[config.mk]
export PLATFORM = sky130hd
export DESIGN_NAME = rs_alu_sim
export DESIGN_NICKNAME = d
export VERILOG_FILES = /design/src/rtl/rs_alu_sim.sv
export SDC_FILE = /design/constraint.sdc
export NUM_CORES = 1
export LEC_CHECK = 0
export CAP_MARGIN = 20
export CELL_PAD_IN_SITES_DETAIL_PLACEMENT = 0
export CELL_PAD_IN_SITES_GLOBAL_PLACEMENT = 1
export CORE_MARGIN = 3
export CORE_UTILIZATION = 52
export DETAILED_ROUTE_END_ITERATION = 10
export DONT_BUFFER_PORTS = 1
export PLACE_DENSITY = 0.91
export SLEW_MARGIN = 20
export SYNTH_ARGS = -nofsm -noshare
export SYNTH_HDL_FRONTEND = slang
export SYNTH_SLANG_ARGS = --single-unit
[constraint.sdc]
create_clock -name clock -period 2.1 [get_ports clock]
set_clock_uncertainty 0.1 [all_clocks]
set_input_delay 0.21 -clock clock [delete_from_list [all_inputs] [get_ports clock]]
set_output_delay 0.21 -clock clock [all_outputs]
set_load 0.1 [all_outputs]
[src/rtl/rs_alu_sim.sv]
`default_nettype none
// ============================================================================
//  Module   : rs_alu_sim
//  Purpose  : ALU reservation station. Holds dispatched ops until both source
//             tags are ready, snoops the CDB for wakeups, and feeds a single
//             issue slot in lowest-index-first order with downstream stall.
//  Revision : 1.0  initial release
// ============================================================================
module rs_alu_sim #(
  parameter int RS_SIZE = 4,
  parameter int PRA_W   = 6,
  parameter int FUNC_W  = 5,
  parameter int ROB_W   = 5
) (
  input  logic              clock,
  input  logic              reset_n,
  input  logic              flush,
  input  logic              id_valid,
  input  logic [PRA_W-1:0]  id_pra_idx0,
  input  logic [PRA_W-1:0]  id_pra_idx1,
  input  logic              id_pra_rdy0,
  input  logic              id_pra_rdy1,
  input  logic [PRA_W-1:0]  id_dest_pra_idx,
  input  logic [FUNC_W-1:0] id_alu_func,
  input  logic [ROB_W-1:0]  id_rob_idx,
  input  logic              cdb_valid,
  input  logic [PRA_W-1:0]  cdb_pra_idx,
  input  logic              alu_sim_ready,
  output logic              rs_full,
  output logic              rs_alu_sim_valid,
  output logic [PRA_W-1:0]  rs_alu_sim_pra_idx0,
  output logic [PRA_W-1:0]  rs_alu_sim_pra_idx1,
  output logic [PRA_W-1:0]  rs_alu_sim_dest_pra_idx,
  output logic [FUNC_W-1:0] rs_alu_sim_func,
  output logic [ROB_W-1:0]  rs_alu_sim_rob_idx
);

  // Entry storage
  logic [RS_SIZE-1:0] valid_q, valid_d;
  logic [RS_SIZE-1:0] rdy0_q, rdy0_d;
  logic [RS_SIZE-1:0] rdy1_q, rdy1_d;
  logic [PRA_W-1:0]   tag0_q [RS_SIZE];
  logic [PRA_W-1:0]   tag0_d [RS_SIZE];
  logic [PRA_W-1:0]   tag1_q [RS_SIZE];
  logic [PRA_W-1:0]   tag1_d [RS_SIZE];
  logic [PRA_W-1:0]   dest_q [RS_SIZE];
  logic [PRA_W-1:0]   dest_d [RS_SIZE];
  logic [FUNC_W-1:0]  func_q [RS_SIZE];
  logic [FUNC_W-1:0]  func_d [RS_SIZE];
  logic [ROB_W-1:0]   rob_q  [RS_SIZE];
  logic [ROB_W-1:0]   rob_d  [RS_SIZE];

  // Issue slot
  logic              iss_valid_q, iss_valid_d;
  logic [PRA_W-1:0]  iss_tag0_q, iss_tag0_d;
  logic [PRA_W-1:0]  iss_tag1_q, iss_tag1_d;
  logic [PRA_W-1:0]  iss_dest_q, iss_dest_d;
  logic [FUNC_W-1:0] iss_func_q, iss_func_d;
  logic [ROB_W-1:0]  iss_rob_q, iss_rob_d;

  // Control
  logic [RS_SIZE-1:0] eligible;
  logic [RS_SIZE-1:0] disp_oh;
  logic [RS_SIZE-1:0] sel_oh;
  logic               do_dispatch;
  logic               do_issue;
  logic               disp_rdy0;
  logic               disp_rdy1;
  logic [PRA_W-1:0]   sel_tag0, sel_tag1, sel_dest;
  logic [FUNC_W-1:0]  sel_func;
  logic [ROB_W-1:0]   sel_rob;

  // Eligibility looks only at registered ready bits; a CDB hit this cycle
  // becomes visible to select one edge later.
  assign eligible    = valid_q & rdy0_q & rdy1_q;
  assign rs_full     = &valid_q;
  assign do_dispatch = id_valid & ~rs_full & ~flush;
  assign do_issue    = (~iss_valid_q | alu_sim_ready) & (|eligible) & ~flush;
  assign disp_rdy0   = id_pra_rdy0 | (cdb_valid & (cdb_pra_idx == id_pra_idx0));
  assign disp_rdy1   = id_pra_rdy1 | (cdb_valid & (cdb_pra_idx == id_pra_idx1));

  // Lowest-index free entry and lowest-index eligible entry (one-hot);
  // scanning downward leaves the lowest hit in place.
  always_comb begin
    disp_oh = '0;
    sel_oh  = '0;
    for (int i = RS_SIZE - 1; i >= 0; i--) begin
      if (!valid_q[i]) begin
        disp_oh    = '0;
        disp_oh[i] = 1'b1;
      end
      if (eligible[i]) begin
        sel_oh    = '0;
        sel_oh[i] = 1'b1;
      end
    end
  end

  // Mux the selected entry's payload toward the issue slot.
  always_comb begin
    sel_tag0 = '0;
    sel_tag1 = '0;
    sel_dest = '0;
    sel_func = '0;
    sel_rob  = '0;
    for (int i = 0; i < RS_SIZE; i++) begin
      if (sel_oh[i]) begin
        sel_tag0 = tag0_q[i];
        sel_tag1 = tag1_q[i];
        sel_dest = dest_q[i];
        sel_func = func_q[i];
        sel_rob  = rob_q[i];
      end
    end
  end

  // Entry next-state: wakeup, free on issue, fill on dispatch, squash on flush.
  // The dispatch target was invalid before the edge, so it never collides with
  // the entry being issued.
  always_comb begin
    valid_d = valid_q;
    rdy0_d  = rdy0_q;
    rdy1_d  = rdy1_q;
    for (int i = 0; i < RS_SIZE; i++) begin
      tag0_d[i] = tag0_q[i];
      tag1_d[i] = tag1_q[i];
      dest_d[i] = dest_q[i];
      func_d[i] = func_q[i];
      rob_d[i]  = rob_q[i];
      if (valid_q[i] && cdb_valid && !flush) begin
        if (tag0_q[i] == cdb_pra_idx) rdy0_d[i] = 1'b1;
        if (tag1_q[i] == cdb_pra_idx) rdy1_d[i] = 1'b1;
      end
      if (do_issue && sel_oh[i]) valid_d[i] = 1'b0;
      if (do_dispatch && disp_oh[i]) begin
        valid_d[i] = 1'b1;
        rdy0_d[i]  = disp_rdy0;
        rdy1_d[i]  = disp_rdy1;
        tag0_d[i]  = id_pra_idx0;
        tag1_d[i]  = id_pra_idx1;
        dest_d[i]  = id_dest_pra_idx;
        func_d[i]  = id_alu_func;
        rob_d[i]   = id_rob_idx;
      end
      if (flush) valid_d[i] = 1'b0;
    end
  end

  // Issue slot next-state: load on free/accepted slot, drain when accepted
  // with nothing to load, otherwise hold.
  always_comb begin
    iss_valid_d = iss_valid_q;
    iss_tag0_d  = iss_tag0_q;
    iss_tag1_d  = iss_tag1_q;
    iss_dest_d  = iss_dest_q;
    iss_func_d  = iss_func_q;
    iss_rob_d   = iss_rob_q;
    if (flush) begin
      iss_valid_d = 1'b0;
    end else if (do_issue) begin
      iss_valid_d = 1'b1;
      iss_tag0_d  = sel_tag0;
      iss_tag1_d  = sel_tag1;
      iss_dest_d  = sel_dest;
      iss_func_d  = sel_func;
      iss_rob_d   = sel_rob;
    end else if (alu_sim_ready) begin
      iss_valid_d = 1'b0;
    end
  end

  // State registers; reset clears everything so outputs read zero in reset.
  always_ff @(posedge clock or negedge reset_n) begin
    if (!reset_n) begin
      valid_q     <= '0;
      rdy0_q      <= '0;
      rdy1_q      <= '0;
      for (int i = 0; i < RS_SIZE; i++) begin
        tag0_q[i] <= '0;
        tag1_q[i] <= '0;
        dest_q[i] <= '0;
        func_q[i] <= '0;
        rob_q[i]  <= '0;
      end
      iss_valid_q <= 1'b0;
      iss_tag0_q  <= '0;
      iss_tag1_q  <= '0;
      iss_dest_q  <= '0;
      iss_func_q  <= '0;
      iss_rob_q   <= '0;
    end else begin
      valid_q     <= valid_d;
      rdy0_q      <= rdy0_d;
      rdy1_q      <= rdy1_d;
      for (int i = 0; i < RS_SIZE; i++) begin
        tag0_q[i] <= tag0_d[i];
        tag1_q[i] <= tag1_d[i];
        dest_q[i] <= dest_d[i];
        func_q[i] <= func_d[i];
        rob_q[i]  <= rob_d[i];
      end
      iss_valid_q <= iss_valid_d;
      iss_tag0_q  <= iss_tag0_d;
      iss_tag1_q  <= iss_tag1_d;
      iss_dest_q  <= iss_dest_d;
      iss_func_q  <= iss_func_d;
      iss_rob_q   <= iss_rob_d;
    end
  end

  assign rs_alu_sim_valid        = iss_valid_q;
  assign rs_alu_sim_pra_idx0     = iss_tag0_q;
  assign rs_alu_sim_pra_idx1     = iss_tag1_q;
  assign rs_alu_sim_dest_pra_idx = iss_dest_q;
  assign rs_alu_sim_func         = iss_func_q;
  assign rs_alu_sim_rob_idx      = iss_rob_q;

endmodule
`default_nettype wire

## Word level (Yosys, flattened, before mapping)

Cells that the tools add are included.

| storage, ports and cells | value |
|---|---|
| bits in registers | 153 |
| memories kept | 0 |
| latch bits | 0 |
| memory bits (read-only) | 0 |
| logic and storage cells | 174 |
| bits in writable memories | 0 |

| operators by class | value |
|---|---|
| bitwise operators | 14 |
| add/subtract/negate cells | 0 |
| magnitude comparators | 0 |
| shifts and indexed selects | 0 |
| div/mod/pow operators | 0 |
| multiply operators | 0 |
| mux-type cells | 67 |
| reduce and logical (&&, ||, !) cells | 45 |
| equal/unequal tests | 10 |

Operators by type and width:

| operator | number |
|---|---|
| $mux 6 | 12 |
| $eq 6x6->1 | 10 |
| $mux 5 | 8 |
| $mux 1 | 39 |
| $mux 4 | 8 |
| $reduce_bool 2->1 | 12 |
| $reduce_and 2->1 | 9 |
| $logic_and 1x1->1 | 16 |
| $reduce_bool 3->1 | 5 |
| $and 4x4->4 | 2 |
| $and 1x1->1 | 6 |
| $reduce_and 4->1 | 1 |
| $reduce_or 4->1 | 1 |
| $not 1->1 | 3 |
| $or 1x1->1 | 3 |
| $logic_not 1->1 | 1 |

## Logic depth before layout (Yosys ltp)

| depth | value |
|---|---|
| depth in word-level cells | 10 |
| gate-level depth with buffers | 6 |
| mapped depth without buffers | 4 |

## Worst setup path before layout

Ideal clock, no wire load.

| timing path | value |
|---|---|
| path kind | reg2out |
| start | register valid_q[1] |
| end | output port rs_full |
| slack | 11 ps |
| required time | 1790 ps |
| cell stages (with the launch flop) | 3 |
| arrival | 1779 ps |
| cell sequence | dfrtp_1 > nand2_1 > nor2_1 |

| on the way | value |
|---|---|
| cells in the longest elaborated chain, start to end | 1 |

RTL lines:

| what | line | source |
|---|---|---|
| from (decl) | 39 | `logic [RS_SIZE-1:0] valid_q, valid_d;` |
| from (signal assigned) | 192 | `valid_q <= valid_d;` |
| $reduce_and 4->1 | 76 | `assign rs_full = &valid_q;` |
| to (decl) | 29 | `output logic rs_full,` |

No other way between the ends.

## Worst setup path in the final report

| timing path | value |
|---|---|
| start | register valid_q[1] |
| end | register tag1_q[4] in the netlist's numbering |

| on the way | value |
|---|---|
| cells in the longest elaborated chain, start to end | 5 |

RTL lines:

| what | line | source |
|---|---|---|
| $reduce_and 4->1 | 76 |  |
| $not 1->1 | 77 | `assign do_dispatch = id_valid & ~rs_full & ~flush;` |
| $and 1x1->1 (2 in series) | 77 |  |
| $logic_and 1x1->1 * | 135 | `if (do_dispatch && disp_oh[i]) begin` |
| to (signal, indexed assignment) | 197 | `tag1_q[i] <= tag1_d[i];` |
| to (decl) | 44 | `logic [PRA_W-1:0] tag1_q [RS_SIZE];` |

Every way passes the cells marked *; elsewhere a longest branch is shown, timed or not.
A chain may end at the register's enable or synchronous reset.

==> key figures <==
Cells and area
  • Antenna diodes: 0
  • Nets@finish: 754
  • Layout area overhead: 19.7%
  • Fraction of layout cells with a size suffix above 1: 31.4%
  • Fill cell count: 1008

Hold path
  • Worst hold path class: in -> async

Clocking
  • Clk sink count: 153
  • Postcts setup bufs: 0
  • Worst-Skew Late Latency: 440 ps
  • Root Buffer: clkbuf_16
  • Reg clk slew, reported paths: 70 ps
  • Num CTS Buffers: 17
  • Clock Tree Buf Depth: 2
  • CTS tree: done
  • Max H-tree Level: 4
  • Hold buffer count at cts: 33

Global routing
  • First-pass GRT wire length: 34.0 mm
  • Met3 GRT Util: 6.44%
  • Busiest grt layer: met2
  • GRT overflow: 0
  • GR Util met2: 44.0%
  • Met1 usage: 36.0%
  • Vias in the first global route: 6071
  • Overall routing resource usage: 27.4%
  • Largest net degree at the start of global routing: 154
  • Initial antenna violation count: 0

Placed design
  • Worst slack, placed: -69.9 ps
  • HPWL after DPL: 13.4 mm
  • GP Congestion: 0.888
  • Number of port buffers: 0

Setup path
  • Crit end category: flop
  • Crit path launch type: flop
  • Worst-path maximum fanout: 16
  • CP Data Required Time: 2320 ps
  • Delay of the slowest cell on the worst path: 680 ps
  • Critical-path top delay cell: or4b_2
  • CP Cell Sequence: nand2_1 -> or4b_2 -> buf_4 -> mux2_4
  • Setup CP Type: reg -> reg
  • Crit path DAT: 2310 ps

Timing
  • Crit path time final: 2090 ps
  • Hold slack: -623 ps
  • Setup ws final: 12.1 ps
  • Fin. Hold Viols: 153
  • Worst Max-Slew Pin Slew: 494 ps
  • Slew headroom: 66.7%
  • Setup TNS: 0 ps
  • Final Slew Violations: 0
  • Final cycle utilization of the critical path: 99.4%
  • Final setup vio count: 0
  • Setup repair after global routing missed its margin: yes
  • Max Fclk: 479 MHz

Synthesis
  • Synth warn: 0
  • Net count after synthesis: 680
  • Synth cell types: 34
  • Largest cells by area after synthesis: dfrtp_1, mux2_2, xor2_1
  • Syn avg cell area: 11.9 um^2
  • Synth top area share: 50.6%
  • Synth Register Bits: 153
  • Top cell type by total area after synthesis: dfrtp_1
  • Seq/Total Area, Yosys: 50.6%
  • Synth Cell Area: 7570 um^2
  • Synth Instances: 638

Routing
  • Number of nets with antenna violations after routing: 0
  • Drt pass-1 iters: 5
  • Residual DRC: 0
  • Wire per inst: 23.6 um
  • Initial DRC count: 570
  • Vias/cell: 6.37
  • Post-Route WL: 21.3 mm
  • Vias: 5767

Flow run
  • Max Cap Viol: 0

Floorplan
  • Width of the die: 127 um
  • Die area: 16000 um^2
  • FP Rows: 43
  • Initial Util: 53.9%
  • Core region area: 14000 um^2
  • Io pins: 72
  • Die Ht: 127 um

Pwr
  • Pleak: 4.17 nW
  • Cell area power density: 1290 nW/um^2
  • Worst vdd ir: 0.679 mV

Run status
  • Failing checks: negative hold slack
  • Status: finished with violations
synth_stat cells, drive strengths merged:
master / count
a311oi: 4
xnor2: 8
a31o: 3
nor3b: 1
xor2: 52
and3: 4
nand2b: 1
buf: 36
and2: 1
nand3b: 3
a31oi: 28
nor3: 15
nand3: 14
dfrtp: 153
mux2: 112
nand2: 32
a21oi: 62
mux2i: 22
a221o: 20
clkbuf: 13
o21ai: 1
o2bb2ai: 8
inv: 1
or4b: 1
a211oi: 2
a41oi: 4
nand4: 2
nor2: 30
nor4: 3
nor2b: 2
per-stage QoR:
step	power [mW]	cell area [um^2]	instances	util, %
floorplan	7.53	7570	638	-
global placement	8.42	8130	840	57.9
detailed placement	8.53	8130	840	57.9
CTS	11.7	9050	905	64.5
global route	12.1	9060	905	64.5
finish	11.7	9060	905	64.5
logic make-up (layout without fill, tap and decap cells):
logic type      after synthesis  in the layout  share of synthesized area (%)
simple gates                109            109                           6.73
mux                         134            134                           20.9
xor+xnor                     60             60                           6.94
compound gates              132            132                           11.5
flops                       153            153                           50.6
buf+inv                      50            137                           3.31
layer usage:
metal  up-vias  part of all wire [%]
met4         0                   3.1
met2       297                    49
met3        64                   7.5
li1       2461                     -
met1      2945                    40
met5         -                     0
where the power goes:
group          internal (mW)  switching (mW)  leakage [nW]
combinational           1.27            3.07          1.98
clock                   1.73            1.34         0.284
sequential              3.74           0.537          1.90
total                   6.74            4.95          4.17
layout by cell type (no fill, tap or decap), types with 20 or more instances in the layout:
cell type / n
a21oi_1: 62
a221o_1: 20
a31oi_1: 28
buf_4: 68
dfrtp_1: 151
dlygate4sd3_1: 33
mux2_2: 85
mux2_4: 27
mux2i_1: 22
nand2_1: 32
nor2_1: 27
xor2_1: 52
repair_timing:
item | in CTS | in global routing
endpoints found under the setup margin | 41 | 47
endpoints found under the hold margin | 275 | 153
gates resized for setup | 2 | 3
critical path: cells and delay by family (launching register included):
family,cells,cell delay (ps)
buffers and inverters,1,270
DFF,1,450
muxes,1,330
and+or+nand+nor,2,800
worst paths after layout:
kind	to	start	cells after the start	slack, ps
max in group asynchronous	tag1_q[2]$_DFFE_PN0P_	reset_n	0	2310
worst max-delay path	tag1_q[4]$_DFFE_PN0P_	valid_q[1]$_DFFE_PN0P_	4	10
worst max register to register	tag1_q[4]$_DFFE_PN0P_	valid_q[1]$_DFFE_PN0P_	4	10
min in group clock	rdy1_q[3]$_DFFE_PN0P_	cdb_valid	2	40
worst min register to register	rob_q[13]$_DFFE_PN0P_	rob_q[13]$_DFFE_PN0P_	1	410
worst min-delay path	func_q[9]$_DFFE_PN0P_	reset_n	0	-620
state kept, by name, indices dropped and copies added (netlist names):
name,count
rs_alu_sim_dest_pra_idx,6
rdy0_q,4
dest_q,24
rob_q,20
func_q,20
rdy1_q,4
valid_q,4
tag0_q,24
tag1_q,24
rs_alu_sim_pra_idx0,6
rs_alu_sim_pra_idx1,6
rs_alu_sim_valid,1
rs_alu_sim_rob_idx,5
rs_alu_sim_func,5
cell type report:
type	count	area (um^2)	share of cell area [%]
Tap cell	180	225	2.49
Clock inverter	12	131	1.45
Clock buffer	20	457	5.04
Timing Repair Buffer	104	892	9.84
Inverter	1	3.75	0.0414
Sequential cell	153	3830	42.3
Multi-Input combinational cell	435	3520	38.9
Power figures use the tool's default switching activity.
